[src/rtl/vga_pkg.sv]
// -----------------------------------------------------------------------------
// vga_pkg
// Shared definitions for the VGA test-pattern generator:
//   - active-area dimensions (H_ACTIVE x V_ACTIVE)
//   - pattern state encoding (BARS, CHECKER, BOX)
//   - 3-bit colour codes packed as {R,G,B}
//   - helper that maps a column to its colour-bar code
// -----------------------------------------------------------------------------
package vga_pkg;

  localparam int H_ACTIVE = 640;
  localparam int V_ACTIVE = 480;

  // Width of one colour bar: 8 bars across the active line.
  localparam int BAR_W = H_ACTIVE / 8;

  typedef enum logic [1:0] {
    BARS    = 2'd0,
    CHECKER = 2'd1,
    BOX     = 2'd2
  } pattern_t;

  localparam logic [2:0] BLACK = 3'b000;
  localparam logic [2:0] BLUE  = 3'b001;
  localparam logic [2:0] RED   = 3'b100;
  localparam logic [2:0] WHITE = 3'b111;

  // Bar k (columns 80k..80k+79) shows code 7-k: white on the left, black on
  // the right. Written as a threshold chain to avoid a divider.
  function automatic logic [2:0] bar_colour(input logic [10:0] col);
    logic [2:0] code;
    code = 3'd7;
    if (col >= 11'(1 * BAR_W)) code = 3'd6;
    if (col >= 11'(2 * BAR_W)) code = 3'd5;
    if (col >= 11'(3 * BAR_W)) code = 3'd4;
    if (col >= 11'(4 * BAR_W)) code = 3'd3;
    if (col >= 11'(5 * BAR_W)) code = 3'd2;
    if (col >= 11'(6 * BAR_W)) code = 3'd1;
    if (col >= 11'(7 * BAR_W)) code = 3'd0;
    return code;
  endfunction

endpackage

[src/rtl/vga_box_mover.sv]
// -----------------------------------------------------------------------------
// vga_box_mover
// Position and bounce logic of the moving box. Once per enabled frame event
// each axis steps by BOX_STEP towards its current direction and reverses when
// it reaches either edge, clamping exactly onto the edge.
//
// Ports:
//   clk         in   pixel clock
//   rst_n       in   asynchronous active-low reset
//   frame_event in   1-cycle pulse, one per frame
//   enable      in   allow the box to move on this frame event
//   restart     in   return box to (0,0) heading down-right
//   box_x       out  10-bit left edge of the box
//   box_y       out  10-bit top edge of the box
// -----------------------------------------------------------------------------
module vga_box_mover
  import vga_pkg::*;
#(
  parameter int BOX_SIZE = 64,
  parameter int BOX_STEP = 2
) (
  input  logic       clk,
  input  logic       rst_n,
  input  logic       frame_event,
  input  logic       enable,
  input  logic       restart,
  output logic [9:0] box_x,
  output logic [9:0] box_y
);

  localparam logic [10:0] X_LIMIT = 11'(H_ACTIVE - BOX_SIZE);
  localparam logic [10:0] Y_LIMIT = 11'(V_ACTIVE - BOX_SIZE);
  localparam logic [10:0] STEP    = 11'(BOX_STEP);

  logic dx;
  logic dy;

  logic [9:0] x_next;
  logic [9:0] y_next;
  logic       dx_next;
  logic       dy_next;

  // One axis of the bounce: all comparisons in 11 bits so pos+STEP cannot
  // wrap, and the result is clamped to [0, limit].
  function automatic logic [10:0] bounce(input logic [9:0]  pos,
                                         input logic        dir,
                                         input logic [10:0] limit);
    logic [10:0] p;
    logic [10:0] moved;
    logic [9:0]  new_pos;
    logic        new_dir;
    p = {1'b0, pos};
    new_dir = dir;
    if (dir) begin
      moved = p + STEP;
      if (moved >= limit) begin
        new_pos = limit[9:0];
        new_dir = 1'b0;
      end else begin
        new_pos = moved[9:0];
      end
    end else begin
      moved = p - STEP;
      if (p <= STEP) begin
        new_pos = 10'd0;
        new_dir = 1'b1;
      end else begin
        new_pos = moved[9:0];
      end
    end
    return {new_dir, new_pos};
  endfunction

  always_comb begin
    {dx_next, x_next} = bounce(box_x, dx, X_LIMIT);
    {dy_next, y_next} = bounce(box_y, dy, Y_LIMIT);
  end

  always_ff @(posedge clk or negedge rst_n) begin
    if (!rst_n) begin
      box_x <= '0;
      box_y <= '0;
      dx    <= 1'b1;
      dy    <= 1'b1;
    end else if (restart) begin
      box_x <= '0;
      box_y <= '0;
      dx    <= 1'b1;
      dy    <= 1'b1;
    end else if (frame_event && enable) begin
      box_x <= x_next;
      box_y <= y_next;
      dx    <= dx_next;
      dy    <= dy_next;
    end
  end

endmodule

[src/rtl/vga_pattern_control.sv]
// -----------------------------------------------------------------------------
// vga_pattern_control
// Test-pattern generator sitting behind a VGA sync generator. It cycles
// through colour bars, a 32-pixel checkerboard and a bouncing box, showing
// each pattern for FRAMES_PER_PATTERN frames. Colour and syncs are registered
// together so they leave with exactly one clock of latency.
//
// Ports:
//   CLK              in   pixel clock (25.175 MHz nominal)
//   RST_n            in   asynchronous active-low reset
//   Ready_Sig        in   active-area flag; addresses valid while high
//   Column_Addr_Sig  in   11-bit x address (0..639)
//   Row_Addr_Sig     in   11-bit y address (0..479)
//   HSYNC_In_Sig     in   active-low hsync from the sync generator
//   VSYNC_In_Sig     in   active-low vsync from the sync generator
//   HSYNC_Sig        out  hsync delayed one clock
//   VSYNC_Sig        out  vsync delayed one clock
//   Red_Sig/Green_Sig/Blue_Sig  out  pixel colour {R,G,B}
// -----------------------------------------------------------------------------
module vga_pattern_control
  import vga_pkg::*;
#(
  parameter int FRAMES_PER_PATTERN = 120,
  parameter int BOX_SIZE           = 64,
  parameter int BOX_STEP           = 2
) (
  input  logic        CLK,
  input  logic        RST_n,
  input  logic        Ready_Sig,
  input  logic [10:0] Column_Addr_Sig,
  input  logic [10:0] Row_Addr_Sig,
  input  logic        HSYNC_In_Sig,
  input  logic        VSYNC_In_Sig,
  output logic        HSYNC_Sig,
  output logic        VSYNC_Sig,
  output logic        Red_Sig,
  output logic        Green_Sig,
  output logic        Blue_Sig
);

  localparam logic [7:0]  LAST_FRAME = 8'(FRAMES_PER_PATTERN - 1);
  localparam logic [10:0] BOX_LEN    = 11'(BOX_SIZE);

  pattern_t   state;
  pattern_t   state_next;
  logic [7:0] frame_cnt;
  logic [7:0] frame_cnt_next;
  logic       advance;

  logic       vsync_hist;
  logic       frame_event;

  logic [9:0]  box_x;
  logic [9:0]  box_y;
  logic [10:0] box_x_lo;
  logic [10:0] box_x_hi;
  logic [10:0] box_y_lo;
  logic [10:0] box_y_hi;
  logic        in_box;
  logic        box_enable;
  logic        box_restart;

  logic [2:0] pixel_colour;

  logic [2:0] rgb_p1;
  logic       hsync_p1;
  logic       vsync_p1;

  // Frame event: vsync was high last clock and is low now.
  assign frame_event = vsync_hist & ~VSYNC_In_Sig;

  always_ff @(posedge CLK or negedge RST_n) begin
    if (!RST_n) begin
      vsync_hist <= 1'b1;
      state      <= BARS;
      frame_cnt  <= '0;
    end else begin
      vsync_hist <= VSYNC_In_Sig;
      state      <= state_next;
      frame_cnt  <= frame_cnt_next;
    end
  end

  always_comb begin
    state_next     = state;
    frame_cnt_next = frame_cnt;
    advance        = 1'b0;
    if (frame_event) begin
      if (frame_cnt == LAST_FRAME) begin
        frame_cnt_next = '0;
        advance        = 1'b1;
        case (state)
          BARS:    state_next = CHECKER;
          CHECKER: state_next = BOX;
          BOX:     state_next = BARS;
          default: state_next = BARS;
        endcase
      end else begin
        frame_cnt_next = frame_cnt + 8'd1;
      end
    end
  end

  // The box is parked at its start position whenever another pattern is
  // showing, so entry into BOX always begins from (0,0). A frame event that
  // changes pattern must not also step the box.
  assign box_restart = (state != BOX);
  assign box_enable  = (state == BOX) && !advance;

  vga_box_mover #(
    .BOX_SIZE (BOX_SIZE),
    .BOX_STEP (BOX_STEP)
  ) u_box_mover (
    .clk         (CLK),
    .rst_n       (RST_n),
    .frame_event (frame_event),
    .enable      (box_enable),
    .restart     (box_restart),
    .box_x       (box_x),
    .box_y       (box_y)
  );

  always_comb begin
    box_x_lo = {1'b0, box_x};
    box_y_lo = {1'b0, box_y};
    box_x_hi = box_x_lo + BOX_LEN;
    box_y_hi = box_y_lo + BOX_LEN;
    in_box   = (Column_Addr_Sig >= box_x_lo) && (Column_Addr_Sig < box_x_hi) &&
               (Row_Addr_Sig    >= box_y_lo) && (Row_Addr_Sig    < box_y_hi);
  end

  always_comb begin
    pixel_colour = BLACK;
    if (Ready_Sig) begin
      case (state)
        BARS:    pixel_colour = bar_colour(Column_Addr_Sig);
        CHECKER: pixel_colour = (Column_Addr_Sig[5] ^ Row_Addr_Sig[5]) ? BLACK : WHITE;
        BOX:     pixel_colour = in_box ? RED : BLUE;
        default: pixel_colour = BLACK;
      endcase
    end
  end

  // ---- stage p1: colour and syncs registered together ----
  always_ff @(posedge CLK or negedge RST_n) begin
    if (!RST_n) begin
      rgb_p1   <= BLACK;
      hsync_p1 <= 1'b1;
      vsync_p1 <= 1'b1;
    end else begin
      rgb_p1   <= pixel_colour;
      hsync_p1 <= HSYNC_In_Sig;
      vsync_p1 <= VSYNC_In_Sig;
    end
  end

  assign Red_Sig   = rgb_p1[2];
  assign Green_Sig = rgb_p1[1];
  assign Blue_Sig  = rgb_p1[0];
  assign HSYNC_Sig = hsync_p1;
  assign VSYNC_Sig = vsync_p1;

endmodule
[config.mk]
export PLATFORM = sky130hd
export DESIGN_NAME = vga_pattern_control
export DESIGN_NICKNAME = d
export VERILOG_FILES = /design/src/rtl/vga_pkg.sv /design/src/rtl/vga_box_mover.sv /design/src/rtl/vga_pattern_control.sv
export SDC_FILE = /design/constraint.sdc
export NUM_CORES = 1
export LEC_CHECK = 0
export ABC_AREA = 1
export BUFFER_PORTS_ARGS = -buffer_cell sky130_fd_sc_hd__buf_2
export CAP_MARGIN = 25
export CORE_MARGIN = 2
export CORE_UTILIZATION = 65
export CTS_BUF_LIST = sky130_fd_sc_hd__clkbuf_4 sky130_fd_sc_hd__clkbuf_8
export CTS_CLUSTER_DIAMETER = 150
export DETAILED_ROUTE_END_ITERATION = 8
export MAX_ROUTING_LAYER = met4
export PLACE_DENSITY = 0.84
export SETUP_SLACK_MARGIN = 0.4
export SYNTH_ARGS = -nofsm -noshare
export SYNTH_HDL_FRONTEND = slang
export SYNTH_SLANG_ARGS = --single-unit
[constraint.sdc]
create_clock -name CLK -period 4.35 [get_ports CLK]
set_input_delay 0.2175 -clock CLK [delete_from_list [all_inputs] [get_ports CLK]]
set_output_delay 0.2175 -clock CLK [all_outputs]
set_load 0.1 [all_outputs]
## Yosys cells after proc, flatten, opt, wreduce, memory -nomap -nowiden

Index checks and enable logic that the tools add are counted.

| operators by class | value |
|---|---|
| $add $sub $neg | 7 |
| multipliers | 0 |
| divide/modulo/power cells | 0 |
| $lt $le $gt $ge | 15 |
| equal/unequal tests | 4 |
| shifts and indexed selects | 0 |
| muxes and demuxes | 35 |
| bitwise logic cells | 3 |
| reduce and logical (&&, ||, !) cells | 9 |

Operators by type and width:

| kind | number |
|---|---|
| 10-bit 2-to-1 mux | 10 |
| 11-bit by 9-bit greater-or-equal comparator with 1-bit output (second input constant) | 4 |
| 3-bit 2-to-1 mux | 9 |
| 10-bit by 2-bit adder with 11-bit output (second input constant) | 2 |
| 10-bit by 7-bit adder with 11-bit output (second input constant) | 2 |
| 11-bit by 10-bit greater-or-equal comparator with 1-bit output | 2 |
| 11-bit by 10-bit greater-or-equal comparator with 1-bit output (second input constant) | 2 |
| 11-bit by 8-bit greater-or-equal comparator with 1-bit output (second input constant) | 2 |
| 11-bit less-than comparator | 2 |
| 10-bit by 2-bit less-or-equal comparator with 1-bit output (second input constant) | 2 |
| 10-bit by 2-bit subtractor with 10-bit output (second input constant) | 2 |
| 1-bit 2-to-1 mux | 13 |
| 11-bit by 7-bit greater-or-equal comparator with 1-bit output (second input constant) | 1 |
| 3-bit one-hot mux with 3 select lines | 1 |
| 8-bit by 1-bit adder with 8-bit output (second input constant) | 1 |
| 8-bit by 7-bit == test with 1-bit output (second input constant) | 1 |
| 8-bit 2-to-1 mux | 1 |
| 1-bit logical AND | 5 |
| 2-bit one-hot mux with 2 select lines | 1 |
| 2-bit by 1-bit == test with 1-bit output (second input constant) | 1 |
| 2-bit == test (second input constant) | 1 |
| 2-bit zero test | 1 |
| 2-bit inequality test (second input constant) | 1 |
| 2-bit AND reduction | 1 |
| other kinds (5) | 5 |

| word-level totals | value |
|---|---|
| register bits after elaboration | 37 |
| bits in latches | 0 |
| RAM bits | 0 |
| memory bits (read-only) | 0 |
| input port bits | 27 |
| word-level logic and storage cells | 82 |
| memories kept | 0 |

## Longest topological paths before layout

| depth | value |
|---|---|
| depth after elaboration | 10 |
| depth in mapped cells | 17 |
| gate-level depth less buffers | 16 |

## Modules after synthesis

A second synthesis with hierarchy kept.

| second synthesis, totals | value |
|---|---|
| cells, all modules | 545 |
| area, all modules | 3668.5 um^2 |

Modules (own cells, without submodules):

| module | times used | cells each | area each (um^2) | sequential area each (um^2) |
|---|---|---|---|---|
| vga_pattern_control | 1 | 273 | 1849.3 | 377.9 |
| vga_box_mover | 1 | 272 | 1819.2 | 503.0 |

## Worst setup path after synthesis

No wires, ideal clock.

| path | value |
|---|---|
| path kind | reg2reg |
| start | register u_box_mover.box_y[6] |
| end | register rgb_p1[0] |
| arrival time | 1.898 ns |
| required time | 4.237 ns |
| setup slack | 2.339 ns |
| cell stages (with the launch flop) | 17 |
| clock period less this slack | 2.011 ns |
| path through | dfrtp_1 > ha_1 > or2_2 > nand2_1 > ha_1 > nand2_1 > nand2_1 > a21oi_1 > nand2_1 > nor2_1 > nand2_1 > inv_1 > nand2_1 > nand2_1 > nand3_1 > nand2_1 > inv_1 |

| on the way | value |
|---|---|
| longest elaborated chain between the ends | 6 |
| elaborated cells between the ends (all ways) | 8 |
| those cells by class | add/sub: 1; order compare: 2; mux: 3; reduce/logical: 2 |

Ends and longest elaborated chain:

| element | RTL line | text |
|---|---|---|
| from (decl) | vga_box_mover.sv:28 | `output logic [9:0] box_y` |
| from (signal assigned) | vga_box_mover.sv:92 | `box_y <= y_next;` |
| 10-bit by 7-bit adder with 11-bit output or 11-bit by 10-bit greater-or-equal comparator with 1-bit output (tied branches) | vga_pattern_control.sv:127, vga_pattern_control.sv:129 |  |
| 11-bit less-than comparator or 1-bit logical AND (tied branches) | vga_pattern_control.sv:129, vga_pattern_control.sv:128 |  |
| 1-bit logical AND * | vga_pattern_control.sv:129 | `(Row_Addr_Sig >= box_y_lo) && (Row_Addr_Sig < box_y_hi);` |
| 3-bit 2-to-1 mux * | vga_pattern_control.sv:138 | `BOX: pixel_colour = in_box ? RED : BLUE;` |
| 3-bit one-hot mux with 3 select lines * | vga_pattern_control.sv:135 | `case (state)` |
| 3-bit 2-to-1 mux * | vga_pattern_control.sv:134 | `if (Ready_Sig) begin` |
| net pixel_colour[0] | vga_pattern_control.sv:63 | `logic [2:0] pixel_colour;` |
| to (signal assigned) | vga_pattern_control.sv:151 | `rgb_p1 <= pixel_colour;` |
| to (decl) | vga_pattern_control.sv:65 | `logic [2:0] rgb_p1;` |

Mark *: on every way through the listed nets, which the timed path passes. The rest lies on a longest branch.
A chain may end at the register's enable or synchronous reset.

## Worst setup path after layout

| path | value |
|---|---|
| start | register u_box_mover.box_x[6] |
| end | register rgb_p1[2] |

| on the way | value |
|---|---|
| longest elaborated chain between the ends | 8 |
| elaborated cells between the ends (all ways) | 9 |
| those cells by class | add/sub: 1; order compare: 2; mux: 3; reduce/logical: 3 |

Ends and longest elaborated chain:

| element | RTL line | text |
|---|---|---|
| from (decl) | vga_box_mover.sv:27 | `output logic [9:0] box_x,` |
| from (signal assigned) | vga_box_mover.sv:91 | `box_x <= x_next;` |
| 10-bit by 7-bit adder with 11-bit output | vga_pattern_control.sv:126 | `box_x_hi = box_x_lo + BOX_LEN;` |
| 11-bit less-than comparator | vga_pattern_control.sv:128 | `in_box = (Column_Addr_Sig >= box_x_lo) && (Column_Addr_Sig < box_x_hi) &&` |
| 1-bit logical AND * (2 in a row) | vga_pattern_control.sv:128 |  |
| 1-bit logical AND * | vga_pattern_control.sv:129 |  |
| 3-bit 2-to-1 mux * | vga_pattern_control.sv:138 |  |
| 3-bit one-hot mux with 3 select lines * | vga_pattern_control.sv:135 |  |
| 3-bit 2-to-1 mux * | vga_pattern_control.sv:134 |  |
| net pixel_colour[2] | vga_pattern_control.sv:63 |  |

Marked as above.

==> impl_metrics.env <==
export IMPL_final_util_pct=71.81
export IMPL_io_pins=32
export IMPL_worst_pin_slew_ns=0.7672
export IMPL_ys_flop_type="dfrtp_1"
export IMPL_netlist_area_mm2=0.003586
export IMPL_h_tree_depth=2
export IMPL_power_mw=0.8290
export IMPL_comb_power_share_pct=18.2
export IMPL_die_area_mm2=0.006127
export IMPL_switching_share_pct=30.26
export IMPL_post_route_drc_count=0
export IMPL_arrival_ns=2.49
export IMPL_r2r_cells=13
export IMPL_powerDensity_mw_per_mm2=213.6
export IMPL_gp_congestion=0.9436
export IMPL_syn_nets=602
export IMPL_synthCells=536
export IMPL_ir_drop_v=0.0002017
export IMPL_switching_power_mw=0.2508
export IMPL_yosysUniqueCellTypes=44
export IMPL_synth_seq_cells=35
export IMPL_p_clk_share_pct=36.6
export IMPL_num_rows=27
export IMPL_finalHoldViolCount=20
export IMPL_critPathRequiredTime_ns=4.54
export IMPL_clk_latency_ns=0.30
export IMPL_grt_start_max_net_pins=36
export IMPL_total_leakage_power_nw=2.136
export IMPL_antenna_found_initial=0
export IMPL_grt_pass1_vias=3312
export IMPL_clock_fmax_mhz=433.9
export IMPL_synth_edf_count=0
export IMPL_cts_tree="built"
export IMPL_die_w_um=78.28
export IMPL_period_needed_ns=2.305
export IMPL_ant_nets=0
export IMPL_critical_path_top_delay_family="simple AND/OR/NAND/NOR gates"
export IMPL_end_kind="register"
export IMPL_fill_cells=460
export IMPL_design_core_area_mm2=0.005405
export IMPL_async_flop_share_pct=100.0
export IMPL_slew_headroom_pct=48.85
export IMPL_r2r_slack_ns=2.05
export IMPL_drive_above_1_share_pct=15.55
export IMPL_cts_sinks=35
export IMPL_crit_fanout=10
export IMPL_place_inst=629
export IMPL_clock_root_buffer="clkbuf_8"
export IMPL_grt_pass1_wl_mm=14.27
export IMPL_vias_per_cell=5.348
export IMPL_hold_class="primary input to asynchronous set/reset pin"
export IMPL_cts_made_buffers=5
export IMPL_cp_start_kind="register"
export IMPL_drt_pass1_iterations=5
export IMPL_hold_ws_ns=-0.008590
export IMPL_violations="negative hold slack"
export IMPL_critPathBufInv=1
export IMPL_grt_usage_pct=29.63
export IMPL_slew_violations=0
export IMPL_min_period_over_period_pct=52.98
export IMPL_synth_area_top_cells="dfrtp_1, nand2_1, ha_1"
export IMPL_synth_top_area_share_pct=21.63
export IMPL_criticalPathCategory="register to register"
export IMPL_wl_per_cell_um=12.87
export IMPL_dp_hpwl_mm=6.480
export IMPL_crit_path_top_delay_cell="dfrtp_1"
export IMPL_drt_initial_drc_count=261
export IMPL_area_growth_syn_to_layout_pct=8.234
export IMPL_start_util_pct=66.34
export IMPL_synth_area_leader_cell="dfrtp_1"
export IMPL_wl_mm=8.214
export IMPL_antenna_cells=0
export IMPL_port_buffers=30
export IMPL_crit_chain="ha_1 > nand3_1 > ha_1 > nand2_1 > nor2_1 > nand2_1 > nor2_1 > nor2_1 > nand2_1 > inv_1 > nand2_1 > nor2_1 > o21a_1"
export IMPL_finalSetupViolations=0
export IMPL_cts_reportedPaths_clkPinSlew_ns=0.08
export IMPL_vias=3412
export IMPL_fin_cells=638
export IMPL_die_y_um=78.28
export IMPL_intPower_mw=0.5781
export IMPL_tns_ns=0
export IMPL_status="finished with violations"
export IMPL_rsz0062_at_grt="false"
export IMPL_grt_ovfl_total=0
export IMPL_cp_num_cells=13
export IMPL_post_cts_resized=0
export IMPL_fin_worst_skew_ns=0.006606
export IMPL_syn_avg_cell_area_um2=6.690
export IMPL_max_stage_delay_ns=0.57
export IMPL_fin_nets=631
export IMPL_yosys_warnings=0
export IMPL_max_cap_viol_count=0
export IMPL_seq_area_frac_synth_pct=24.56
export IMPL_seq_power_share_pct=45.3
export IMPL_clock_path_buffers=2
[power groups by stage]
stage | clock network (mW) | logic, mW | registers, mW
final | 0.303 | 0.151 | 0.375
after global routing | 0.322 | 0.172 | 0.379
after CTS | 0.304 | 0.152 | 0.375
after detailed placement | 0 | 0.151 | 0.381
after global placement | 0 | 0.143 | 0.379
after floorplan | 0 | 0.0838 | 0.398
[cell type report]
type | instances | area (µm²) | share of cell area (%)
repair buffers | 31 | 160.2 | 4.126
clock buffers | 5 | 68.82 | 1.773
multi-input cells | 419 | 2364 | 60.90
flip-flops and latches | 35 | 880.8 | 22.70
inverters | 73 | 274.0 | 7.060
well taps | 72 | 90.09 | 2.321
clock inverters | 3 | 43.79 | 1.128
[cells in the final DEF (no fill, tap or decap), types with 3 or more instances in the layout]
cell type,instances
ha_1,39
or2_2,3
nor3_1,4
nand3_1,31
a21oi_1,19
inv_1,65
dfstp_2,4
nand2_2,8
nand3_2,4
o21ai_0,15
nor2_4,4
xor2_1,14
nor2_2,9
nand4_1,5
clkbuf_8,5
xnor2_1,4
o21ai_1,5
dfrtp_1,31
nand2_1,166
nor2_1,64
buf_2,30
inv_2,8
[worst paths after layout]
kind	start	to
min in group CLK	VSYNC_In_Sig	VSYNC_Sig$_DFF_PN1_
max reg2reg	u_box_mover.box_x[6]$_DFFE_PN0P_	rgb_p1[2]$_DFF_PN0_
max	u_box_mover.box_x[6]$_DFFE_PN0P_	rgb_p1[2]$_DFF_PN0_
min	RST_n	rgb_p1[2]$_DFF_PN0_
min reg2reg	frame_cnt[7]$_DFFE_PN0P_	frame_cnt[7]$_DFFE_PN0P_
max in group asynchronous	RST_n	u_box_mover.box_y[8]$_DFFE_PN0P_
[repair_timing]
| action | in CTS | in global routing |
|---|---|---|
| setup endpoints to repair | 0 | 0 |
| endpoints found under the hold margin | 0 | 1 |
| hold buffers | 0 | 1 |
| setup buffers | 0 | 0 |
[cell families after synthesis]
family | Yosys count | share of synthesized area (%)
AND/OR/NAND/NOR | 307 | 38.56
XOR/XNOR | 19 | 4.850
flip-flops | 35 | 24.56
adder cells (fa/ha/maj) | 39 | 13.61
AO/OA/AOI/OAI | 54 | 8.898
buffers and inverters | 82 | 9.525
[state kept, by name, indices dropped and copies added, names as in the netlist]
| name | flops |
|---|---|
| u_box_mover.dy | 1 |
| u_box_mover.dx | 1 |
| state | 2 |
| frame_cnt | 8 |
| VSYNC_Sig | 1 |
| u_box_mover.box_x | 9 |
| rgb_p1 | 3 |
| HSYNC_Sig | 1 |
| u_box_mover.box_y | 9 |
[per-stage QoR]
stage | setup WS [ns] | cell area (µm²)
floorplan | 2.339 | 3586
global placement | 2.116 | 3759
detailed placement | 2.074 | 3759
CTS | 2.055 | 3871
global route | 1.830 | 3881
finish | 2.045 | 3881
[Yosys cell counts (3+ instances only)]
cell       n
xnor2_1    4
dfrtp_1   31
nor2_2     9
buf_4      4
a21oi_1   19
nand2_1  166
o21ai_1    5
nand4_1    5
nand2_2    8
nand3_2    4
inv_1     65
nor2_1    64
nand3_1   31
nor3_1     4
o21ai_0   15
or2_2      3
inv_2      8
nor2_4     4
ha_1      39
dfstp_2    4
xor2_1    14
[per-layer routing]
layer	vias up	global-route usage (%)	routed length (µm)
met5	-	-	0
met4	0	9.649	146
met3	16	4.598	302
met2	76	52.76	4194
met1	1566	34.29	3570
li1	1754	-	-
Note: power is estimated with default switching activity, not from simulation.
